File: src/rtl/j4_slotctl.sv
// j4_slotctl: N-slot task-vector registers, kill/restart pulse generator and optional per-slot watchdog.
// Define SLOTCTL_WDOG_EN to build the watchdog, its prescaler and IO functions 2 (WDOG) and 3 (KICK).
module j4_slotctl #(
    parameter int unsigned SLOTS   = 4,
    parameter int unsigned WDOG_W  = 16,
    parameter int unsigned PRESC_W = 8,
    parameter int unsigned SEL_BIT = 11,
    localparam int unsigned SW     = $clog2(SLOTS)
) (
    input  logic             clk,
    input  logic             resetq,
    input  logic             io_wr_,
    input  logic             io_rd_,
    input  logic [15:0]      io_addr_,
    input  logic [15:0]      dout_,
    input  logic [SW-1:0]    io_thread_,
    output logic [15:0]      rd_data,
    output logic [SLOTS-1:0] kill_slot_rq
);

    logic             sel;
    logic [1:0]       fn;
    logic [SW-1:0]    slot;
    logic             task_we;
    logic             kill_we;
    logic [15:0]      task_q [SLOTS];
    logic [SLOTS-1:0] kill_wr_c;
    logic [SLOTS-1:0] expire_c;

    assign sel     = io_addr_[SEL_BIT];
    assign fn      = io_addr_[3:2];
    assign slot    = io_addr_[4+SW-1:4];
    assign task_we = sel && io_wr_ && (fn == 2'd0);
    assign kill_we = sel && io_wr_ && (fn == 2'd1);

    // Slot 0 (supervisor) may restart any other slot; other slots may only restart themselves.
    always_comb begin
        kill_wr_c = '0;
        if (io_thread_ == '0) begin
            kill_wr_c = dout_[SLOTS-1:0] & ~SLOTS'(1);
        end else begin
            kill_wr_c = SLOTS'(1) << io_thread_;
        end
    end

    // task_q[0] is never written and stays 0.
    always_ff @(posedge clk or negedge resetq) begin
        if (!resetq) begin
            for (int unsigned k = 0; k < SLOTS; k++) begin
                task_q[k] <= '0;
            end
        end else if (task_we && (slot != '0)) begin
            task_q[slot] <= dout_;
        end
    end

`ifdef SLOTCTL_WDOG_EN
    logic [PRESC_W-1:0] presc_q;
    logic               tick;
    logic               wdog_we;
    logic               kick_we;
    logic               exp_clr;
    logic [WDOG_W-1:0]  reload_q [SLOTS];
    logic [WDOG_W-1:0]  cnt_q    [SLOTS];
    logic [SLOTS-1:0]   expired_q;

    assign tick    = &presc_q;
    assign wdog_we = sel && io_wr_ && (fn == 2'd2);
    assign kick_we = sel && io_wr_ && (fn == 2'd3);
    assign exp_clr = sel && io_rd_ && (fn == 2'd3);

    // A WDOG or KICK write to a slot in the tick cycle suppresses that slot's expiry.
    always_comb begin
        expire_c = '0;
        for (int unsigned k = 1; k < SLOTS; k++) begin
            if (tick && (cnt_q[k] == WDOG_W'(1))
                && !(wdog_we && (slot == SW'(k)))
                && !(kick_we && (io_thread_ == SW'(k)))) begin
                expire_c[k] = 1'b1;
            end
        end
    end

    always_ff @(posedge clk or negedge resetq) begin
        if (!resetq) begin
            presc_q   <= '0;
            expired_q <= '0;
            for (int unsigned k = 0; k < SLOTS; k++) begin
                reload_q[k] <= '0;
                cnt_q[k]    <= '0;
            end
        end else begin
            presc_q <= presc_q + PRESC_W'(1);
            for (int unsigned k = 1; k < SLOTS; k++) begin
                if (wdog_we && (slot == SW'(k))) begin
                    reload_q[k] <= dout_[WDOG_W-1:0];
                    cnt_q[k]    <= dout_[WDOG_W-1:0];
                end else if (kick_we && (io_thread_ == SW'(k))) begin
                    cnt_q[k] <= reload_q[k];
                end else if (expire_c[k]) begin
                    cnt_q[k] <= reload_q[k];
                end else if (tick && (cnt_q[k] != '0)) begin
                    cnt_q[k] <= cnt_q[k] - WDOG_W'(1);
                end
            end
            // A new expiry wins over the clearing read in the same cycle.
            expired_q <= exp_clr ? expire_c : (expired_q | expire_c);
        end
    end
`else
    assign expire_c = '0;
`endif

    always_comb begin
        rd_data = '0;
        if (sel) begin
            case (fn)
                2'd0:    rd_data = task_q[io_thread_];
                2'd1:    rd_data = 16'(io_thread_);
`ifdef SLOTCTL_WDOG_EN
                2'd2:    rd_data = 16'(cnt_q[slot]);
                2'd3:    rd_data = 16'(expired_q);
`endif
                default: rd_data = '0;
            endcase
        end
    end

    always_ff @(posedge clk or negedge resetq) begin
        if (!resetq) begin
            kill_slot_rq <= '0;
        end else begin
            kill_slot_rq <= (kill_we ? kill_wr_c : '0) | expire_c;
        end
    end

    logic unused_ok;
    assign unused_ok = ^{io_addr_, dout_, io_rd_};

endmodule

File: config.mk
export PLATFORM = sky130hd
export DESIGN_NAME = j4_slotctl
export DESIGN_NICKNAME = d
export VERILOG_FILES = /design/src/rtl/j4_slotctl.sv
export SDC_FILE = /design/constraint.sdc
export NUM_CORES = 1
export LEC_CHECK = 0
export CORE_UTILIZATION = 26
export CTS_CLUSTER_SIZE = 24
export DETAILED_ROUTE_END_ITERATION = 10
export GPL_ROUTABILITY_DRIVEN = 0
export HOLD_SLACK_MARGIN = 0.06
export MAX_ROUTING_LAYER = met4
export PLACE_DENSITY = 0.47
export SETUP_SLACK_MARGIN = 0.02
export SLEW_MARGIN = 20
export SYNTH_ARGS = -nofsm -noshare
export SYNTH_HDL_FRONTEND = slang
export SYNTH_SLANG_ARGS = --single-unit
File: constraint.sdc
create_clock -name clk -period 2.3 [get_ports clk]
set_clock_uncertainty 0.15 [all_clocks]
set_input_delay 0.46 -clock clk [delete_from_list [all_inputs] [get_ports clk]]
set_output_delay 0.46 -clock clk [all_outputs]
set_load 0.1 [all_outputs]
==> impl_metrics.env, run 1 <==
export IMPL_timing_fmax_mhz=449.3
export IMPL_initial_utilization_pct=26.86
export IMPL_hold_path_depth=0
export IMPL_rows=39
export IMPL_routed_via_density=4.441
export IMPL_run_status="finished, violations left"
export IMPL_drc=10
export IMPL_hold_viol=0
export IMPL_grt_pass1_vias=1954
export IMPL_final_cell_mix="dfrtp_1, mux2_4, buf_12"
export IMPL_cp_required_ns=1.69
export IMPL_slowest_stage="mux4_2"
export IMPL_ys_warn_count=0
export IMPL_cap_violations=0
export IMPL_syn_area_per_cell_um2=15.54
export IMPL_ant_nets=0
export IMPL_clock_root_buffer="clkbuf_16"
export IMPL_hold_path_class="flop to flop"
export IMPL_pre_cts_slack_ns=-0.4201
export IMPL_async_reset_ff_share_pct=100.0
export IMPL_worst_pin_slew_ns=0.5844
export IMPL_synth_seq_area_share_pct=54.21
export IMPL_final_layout_size_suffix_gt1_share_pct=58.63
export IMPL_wire_per_inst_um=17.56
export IMPL_slowest_delay_ns=0.49
export IMPL_cts_buffers=9
export IMPL_ios=58
export IMPL_antenna_found_initial=0
export IMPL_worstPathCellList="buf_6 > buf_12 > mux4_2 > and3_2 > buf_12"
export IMPL_tritoncts="done"
export IMPL_die_h_um=111.1
export IMPL_grt_pass1_wl_um=11360
export IMPL_insertion_delay_ns=0.32
export IMPL_synthFlopType="dfrtp_1"
export IMPL_cts_sinks=67
export IMPL_p_comb_share_pct=18.1
export IMPL_dp_hpwl_um=4183
export IMPL_ir_worst_vdd_mv=0.4040
export IMPL_fin_util_pct=38.39
export IMPL_cp_common_cell="buf_12"
export IMPL_dr_pass1_iters=7
export IMPL_clk_path_buf_depth=2
export IMPL_p_seq_share_pct=41.7
export IMPL_nets=284
export IMPL_die_area_um2=12340
export IMPL_layout_commonest_cell="dfrtp_1"
export IMPL_worst_slack_ns=0.07449
export IMPL_hold_ws_ns=0.2207
export IMPL_cp_max_fo=8
export IMPL_stdcell_count=392
export IMPL_synth_cells=199
export IMPL_ys_seq_elements=67
export IMPL_reg2reg_depth=1
export IMPL_power_switching_mw=0.8017
export IMPL_die_w_um=111.1
export IMPL_crit_path_end_kind="primary output"
export IMPL_syn_to_final_growth_pct=42.92
export IMPL_wirelength_um=6884
export IMPL_synthesis_nets=237
export IMPL_pwr_share_clk_pct=40.3
export IMPL_power_density_nw_per_um2=777.1
export IMPL_fin_setup_tns_ns=0
export IMPL_final_max_slew_viol_count=0
export IMPL_drt_iter0_drc=58
export IMPL_synth_distinct_cells=26
export IMPL_netlist_area_um2=3093
export IMPL_portBuffers=44
export IMPL_period_needed_ns=2.226
export IMPL_core_area_um2=11520
export IMPL_synth_edf_count=0
export IMPL_vias=1741
export IMPL_crit_arrival_ns=1.62
export IMPL_violations="design-rule violations"
export IMPL_post_route_period_util_pct=96.76
export IMPL_num_antenna_cells=0
export IMPL_swShare_pct=23.34
export IMPL_grt_max_degree=31
export IMPL_dp_cells=373
export IMPL_rsz0062_at_grt="false"
export IMPL_grt_overflow=0
export IMPL_p_int_mw=2.633
export IMPL_p_leak_nw=2.074
export IMPL_cts_htree_levels=3
export IMPL_grt_usage_pct=12.82
export IMPL_r2r_setup_slack_ns=1.36
export IMPL_cts_clk_slew_worst_paths_ns=0.05
export IMPL_crit_type="primary input to primary output"
export IMPL_start_kind="primary input"
export IMPL_slew_headroom_pct=61.04
export IMPL_setup_viol=0
[final timing paths]
check | start | to
setup / recovery | io_thread_[0] | rd_data[7]
hold / removal | task_q[61]$_DFFE_PN0P_ | task_q[61]$_DFFE_PN0P_
setup reg to reg | task_q[1]$_DFFE_PN0P_ | task_q[1]$_DFFE_PN0P_
hold reg to reg | task_q[61]$_DFFE_PN0P_ | task_q[61]$_DFFE_PN0P_
max in group asynchronous | resetq | task_q[20]$_DFFE_PN0P_
min in group asynchronous | resetq | task_q[60]$_DFFE_PN0P_
[routing by layer]
| layer | part of all wire, % | track usage (%) |
|---|---|---|
| met4 | 1.1 | 5.135 |
| met1 | 48 | 16.77 |
| met5 | 0 | - |
| met3 | 3.6 | 3.062 |
| met2 | 47 | 19.16 |
[layout make-up]
class | instances | area (µm²)
inverter | 1 | 3.754
fill | 1068 | 7096
clock inverter | 2 | 35.03
sequential | 67 | 1677
multi-input combinational | 103 | 1395
clock buffer | 12 | 266.5
tap | 143 | 178.9
timing repair buffer | 64 | 864.6
[timing repair]
item	4_1_cts	5_1_grt
pin swaps	4	2
cloned	3	0
hold buffers	1	0
gates resized for setup	25	10
endpoints found under the setup margin	16	13
hold endpoints to repair	22	0
setup buffers	2	0
[Yosys cell counts, drive strengths merged, types with 2 or more instances]
master / instances / area, µm²
a31oi: 3 / 18.77
buf: 9 / 72.57
clkbuf: 19 / 71.32
and4bb: 2 / 28.78
nor2: 4 / 15.01
nor3: 2 / 10.01
dfrtp: 67 / 1677
mux2: 49 / 664.4
a21oi: 2 / 10.01
nand2: 3 / 11.26
mux4: 14 / 315.3
and3: 14 / 87.58
nand3b: 2 / 40.04
[stage by stage]
step	instance area, µm²	total power [mW]
floorplan	3182	1.837
global placement	3971	2.032
global route	4420	3.601
finish	4420	3.435
CTS	4389	3.475
detailed placement	3971	2.043
[power by group through the flow]
stage | Sequential (mW) | Clock [mW] | Combinational [mW]
2_1_floorplan | 1.42 | 0 | 0.414
3_3_place_gp | 1.44 | 0 | 0.590
3_5_place_dp | 1.45 | 0 | 0.595
4_1_cts | 1.43 | 1.42 | 0.624
5_1_grt | 1.45 | 1.48 | 0.662
6_report | 1.43 | 1.38 | 0.620
[worst max-delay path, delay by kind of cell]
family,cells,cell delay [ns]
multiplexers,1,0.49
AND/OR/NAND/NOR,1,0.24
buffers and inverters,3,0.41
[cell families (layout without fill, tap and decap cells)]
logic type | Yosys count | in the layout | synth area share (%)
buf+inv | 29 | 79 | 4.773
flops | 67 | 67 | 54.21
simple gates | 32 | 32 | 7.808
mux | 64 | 64 | 32.00
compound gates | 6 | 6 | 1.092
other cells | 1 | 1 | 0.1212
[state kept, by name (all words and copies together), names as in the netlist]
register and count:
kill_slot_rq 3, task_q 64
Power figures use the tool's default switching activity.
==> run 2: changes to the inputs <==
Settings changed: CORE_UTILIZATION 26 to 25, PLACE_DENSITY 0.47 to 0.41.
==> run 2 against run 1 <==
Net effect:
- the flow now finishes without violations
- combinational power up 3.5%
- power up 4.7%
- non-clock buffer count up 6
- final area up 3.1%
- critical path depth unchanged
- critical endpoint is now rd_data[11]
- largest cell class unchanged
==> impl_metrics.env, run 2 (synthesis gave the netlist of run 1 again) <==
export IMPL_run_status="completed"
export IMPL_antenna_found_initial=0
export IMPL_insertion_delay_ns=0.33
export IMPL_cp_required_ns=1.69
export IMPL_grt_max_degree=31
export IMPL_cts_htree_levels=3
export IMPL_fin_util_pct=37.94
export IMPL_p_leak_nw=2.123
export IMPL_tritoncts="done"
export IMPL_grt_pass1_wl_um=11780
export IMPL_vias=1806
export IMPL_power_density_nw_per_um2=789.1
export IMPL_drt_iter0_drc=57
export IMPL_grt_usage_pct=13.13
export IMPL_worst_slack_ns=0.04624
export IMPL_rows=40
export IMPL_cp_max_fo=5
export IMPL_ir_worst_vdd_mv=0.2984
export IMPL_start_kind="primary input"
export IMPL_slowest_stage="mux4_2"
export IMPL_initial_utilization_pct=25.75
export IMPL_cts_buffers=9
export IMPL_syn_to_final_growth_pct=47.33
export IMPL_period_needed_ns=2.254
export IMPL_num_antenna_cells=0
export IMPL_crit_type="primary input to primary output"
export IMPL_nets=290
export IMPL_dp_hpwl_um=4623
export IMPL_final_cell_mix="dfrtp_1, mux2_4, buf_12"
export IMPL_slowest_delay_ns=0.50
export IMPL_clk_path_buf_depth=2
export IMPL_cp_common_cell="buf_12"
export IMPL_routed_via_density=4.470
export IMPL_timing_fmax_mhz=443.7
export IMPL_fillCellCount=1138
export IMPL_rsz0062_at_grt="false"
export IMPL_cts_sinks=67
export IMPL_ant_nets=0
export IMPL_portBuffers=44
export IMPL_core_area_um2=12010
export IMPL_post_route_period_util_pct=97.99
export IMPL_cts_clk_slew_worst_paths_ns=0.05
export IMPL_postPlaceCellArea_um2=4014
export IMPL_wirelength_um=7490
export IMPL_grt_overflow=0
export IMPL_grt_pass1_vias=2030
export IMPL_wire_per_inst_um=18.54
export IMPL_p_total_mw=3.596
export IMPL_die_h_um=113.2
export IMPL_pre_cts_slack_ns=-0.4461
export IMPL_reg_largest_list="task_q x64, kill_slot_rq x3"
export IMPL_die_w_um=113.2
export IMPL_hold_ws_ns=0.2203
export IMPL_hold_path_class="flop to flop"
export IMPL_die_area_um2=12820
export IMPL_drc=0
export IMPL_cap_violations=0
export IMPL_worstPathCellList="buf_6 > buf_12 > mux4_2 > and3_2 > buf_12"
export IMPL_ios=58
export IMPL_clock_root_buffer="clkbuf_16"
export IMPL_layout_commonest_cell="dfrtp_1"
export IMPL_final_layout_size_suffix_gt1_share_pct=59.92
export IMPL_dr_pass1_iters=4
export IMPL_setup_viol=0
export IMPL_top_register="task_q"
export IMPL_postLayoutCellArea_um2=4557
export IMPL_largest_reg_flops=64
export IMPL_crit_path_end_kind="primary output"
export IMPL_crit_arrival_ns=1.64
export IMPL_hold_viol=0
export IMPL_final_max_slew_viol_count=0
## run 2: final timing paths
kind / to / startpoint / depth (start not counted) / slack, ns
min reg2reg: task_q[60]$_DFFE_PN0P_ / task_q[60]$_DFFE_PN0P_ / 0 / 0.22
max: rd_data[11] / io_thread_[0] / 5 / 0.05
max reg2reg: task_q[1]$_DFFE_PN0P_ / task_q[1]$_DFFE_PN0P_ / 1 / 1.37
min in group asynchronous: task_q[40]$_DFFE_PN0P_ / resetq / 2 / 0.48
max in group asynchronous: task_q[49]$_DFFE_PN0P_ / resetq / 3 / 0.99
min: task_q[60]$_DFFE_PN0P_ / task_q[60]$_DFFE_PN0P_ / 0 / 0.22
## run 2: repair_timing
item                                   CTS  global route
setup endpoints to repair               16            16
hold buffers                             1             0
resized for setup                       26            25
pin swaps                                3             6
endpoints found under the hold margin   14             0
gates cloned                             2             1
buffers inserted                         3             0
## run 2: metal layers
| layer | share of wire [%] | track usage (%) |
|---|---|---|
| met5 | 0 | - |
| met4 | 0.56 | 3.158 |
| met3 | 3.9 | 4.392 |
| met2 | 45 | 19.14 |
| met1 | 51 | 17.56 |
## run 2: stage by stage
step	TNS, ns	std cells
after global routing	0	404
final	0	404
after global placement	-12.55	382
after CTS	-0.007887	404
after floorplan	-0.2430	199
after detailed placement	-12.59	382
## run 2: worst max-delay path, delay by kind of cell
kind | cells | cell delay, ns
buffers and inverters | 3 | 0.43
muxes | 1 | 0.50
and+or+nand+nor | 1 | 0.25
## run 2: final cells by class
type / count / area [µm²] / share of cell area [%]
Clock inverter: 4 / 72.57 / 1.593
Tap cell: 147 / 183.9 / 4.036
Clock buffer: 12 / 256.5 / 5.629
Inverter: 1 / 3.754 / 0.08237
Timing Repair Buffer: 70 / 945.9 / 20.76
Multi-Input combinational cell: 103 / 1418 / 31.11
Sequential cell: 67 / 1677 / 36.79
## run 2: where the power goes
part	switching, mW	internal (mW)	total (mW)	leakage (nW)
logic	0.257	0.385	0.642	1.09
registers	0.0869	1.35	1.43	0.879
clock network	0.515	1.01	1.52	0.159
==> run 3: changes to the inputs <==
Settings changed: DONT_BUFFER_PORTS set to 1, PLACE_DENSITY 0.41 to 0.35.
==> run 3 against run 2 <==
Net effect:
- sequential cell count did not move
- critical path depth fell by 2
- global-route usage down 0.29 points
- via count decreased by 9.9%
- first-iteration DRC count shrank 35%
- setup slack improved by 0.035 ns
==> impl_metrics.env, run 3 (synthesis gave the netlist of run 1 again) <==
export IMPL_r2r_setup_slack_ns=1.37
export IMPL_start_kind="flop"
export IMPL_top_register="task_q"
export IMPL_final_cell_mix="dfrtp_1, mux2_4, mux2_2"
export IMPL_critPathLaunch="task_q[11]$_DFFE_PN0P_"
export IMPL_ant_nets=0
export IMPL_drt_iter0_drc=37
export IMPL_syn_to_final_growth_pct=26.05
export IMPL_setup_viol=0
export IMPL_grt_usage_pct=12.83
export IMPL_dp_hpwl_um=4376
export IMPL_crit_type="flop to primary output"
export IMPL_stdcell_count=359
export IMPL_insertion_delay_ns=0.32
export IMPL_core_area_um2=12010
export IMPL_portBuffers=0
export IMPL_postLayoutCellArea_um2=3899
export IMPL_initial_utilization_pct=25.75
export IMPL_cts_clk_slew_worst_paths_ns=0.05
export IMPL_postPlaceCellArea_um2=3546
export IMPL_rows=40
export IMPL_min_delay_start="dout_[3]"
export IMPL_timing_rr_start="task_q[17]$_DFFE_PN0P_"
export IMPL_tritoncts="done"
export IMPL_fin_util_pct=32.46
export IMPL_worstSetupEndpoint="rd_data[11]"
export IMPL_hold_ws_ns=0.1254
export IMPL_antenna_found_initial=0
export IMPL_reg2reg_depth=1
export IMPL_num_antenna_cells=0
export IMPL_clock_root_buffer="clkbuf_16"
export IMPL_grt_max_degree=68
export IMPL_ios=58
export IMPL_hold_path_depth=2
export IMPL_layout_commonest_cell="dfrtp_1"
export IMPL_cts_htree_levels=3
export IMPL_cts_buffers=9
export IMPL_die_w_um=113.2
export IMPL_cp_max_fo=2
export IMPL_hold_viol=0
export IMPL_die_h_um=113.2
export IMPL_final_layout_size_suffix_gt1_share_pct=58.02
export IMPL_fin_setup_tns_ns=0
export IMPL_cp_required_ns=1.69
export IMPL_pre_cts_slack_ns=0.3112
export IMPL_cap_violations=0
export IMPL_cts_resized=0
export IMPL_rsz0062_at_grt="false"
export IMPL_dp_cells=339
export IMPL_final_max_slew_viol_count=0
export IMPL_p_total_mw=3.288
export IMPL_reg_largest_list="task_q x64, kill_slot_rq x3"
export IMPL_ir_worst_vdd_mv=0.2919
export IMPL_largest_reg_flops=64
export IMPL_grt_pass1_wl_um=11450
export IMPL_crit_path_end_kind="primary output"
export IMPL_cts_sinks=67
export IMPL_timing_fmax_mhz=450.7
export IMPL_post_route_period_util_pct=96.46
export IMPL_power_density_nw_per_um2=843.4
export IMPL_period_needed_ns=2.219
export IMPL_routed_via_density=4.532
export IMPL_grt_pass1_vias=1931
export IMPL_rr_endpoint="task_q[17]$_DFFE_PN0P_"
export IMPL_run_status="completed"
export IMPL_dr_pass1_iters=2
export IMPL_hold_path_class="primary input to flop"
export IMPL_wirelength_um=7199
export IMPL_clk_path_buf_depth=2
export IMPL_wire_per_inst_um=20.05
export IMPL_die_area_um2=12820
export IMPL_vias=1627
export IMPL_drc=0
export IMPL_nets=245
export IMPL_fillCellCount=1172
export IMPL_crit_arrival_ns=1.61
export IMPL_grt_overflow=0
export IMPL_p_leak_nw=1.855
export IMPL_worst_slack_ns=0.08137
run 3: cell count changes in the layout (fill, tap and decap cells not counted), sizes merged:
cell / before / now
dlygate4sd3: 1 / 3
clkinv: 1 / 3
clkdlybuf4s50: 19 / 0
bufinv: 2 / 1
clkbuf: 13 / 11
buf: 47 / 22
dlymetal6s2s: 2 / 0
run 3: worst min-delay path by stage:
stage,to
after floorplan,kill_slot_rq[1]$_DFF_PN0_
after global placement,task_q[54]$_DFFE_PN0P_
after detailed placement,task_q[54]$_DFFE_PN0P_
after CTS,kill_slot_rq[3]$_DFF_PN0_
after global routing,task_q[26]$_DFFE_PN0P_
final,kill_slot_rq[3]$_DFF_PN0_
run 3: cell type report:
type	count	area [µm²]	area share (%)
clock buffers	11	242.7	6.226
clock inverters	5	52.55	1.348
inverters	1	3.754	0.09628
multi-input cells	103	1324	33.95
flip-flops and latches	67	1677	43.00
well taps	147	183.9	4.718
repair buffers	25	415.4	10.65
run 3: power breakdown:
group | switching, mW | internal (mW) | total, mW | leakage (nW)
clock network | 0.493 | 0.862 | 1.36 | 0.145
registers | 0.0899 | 1.35 | 1.44 | 0.879
logic | 0.191 | 0.307 | 0.498 | 0.831
run 3: critical path: stages, from the launching register on:
cell	delay (ns)
dfrtp_1	0.38
mux4_2	0.49
and3_2	0.25
buf_12	0.16
run 3: what timing repair did:
action / CTS / global route
hold endpoints to repair: 69 / 0
hold buffers: 4 / 0
setup buffers: 0 / 0
run 3: metal layers:
metal / track usage, % / share of wire, % / vias to the layer above / wire length [µm]
met3: 4.874 / 6.6 / 8 / 473
met2: 19.55 / 47 / 46 / 3393
met5: - / 0 / - / 0
met4: 5.000 / 1.2 / 0 / 85
li1: - / - / 726 / -
met1: 15.35 / 45 / 847 / 3247
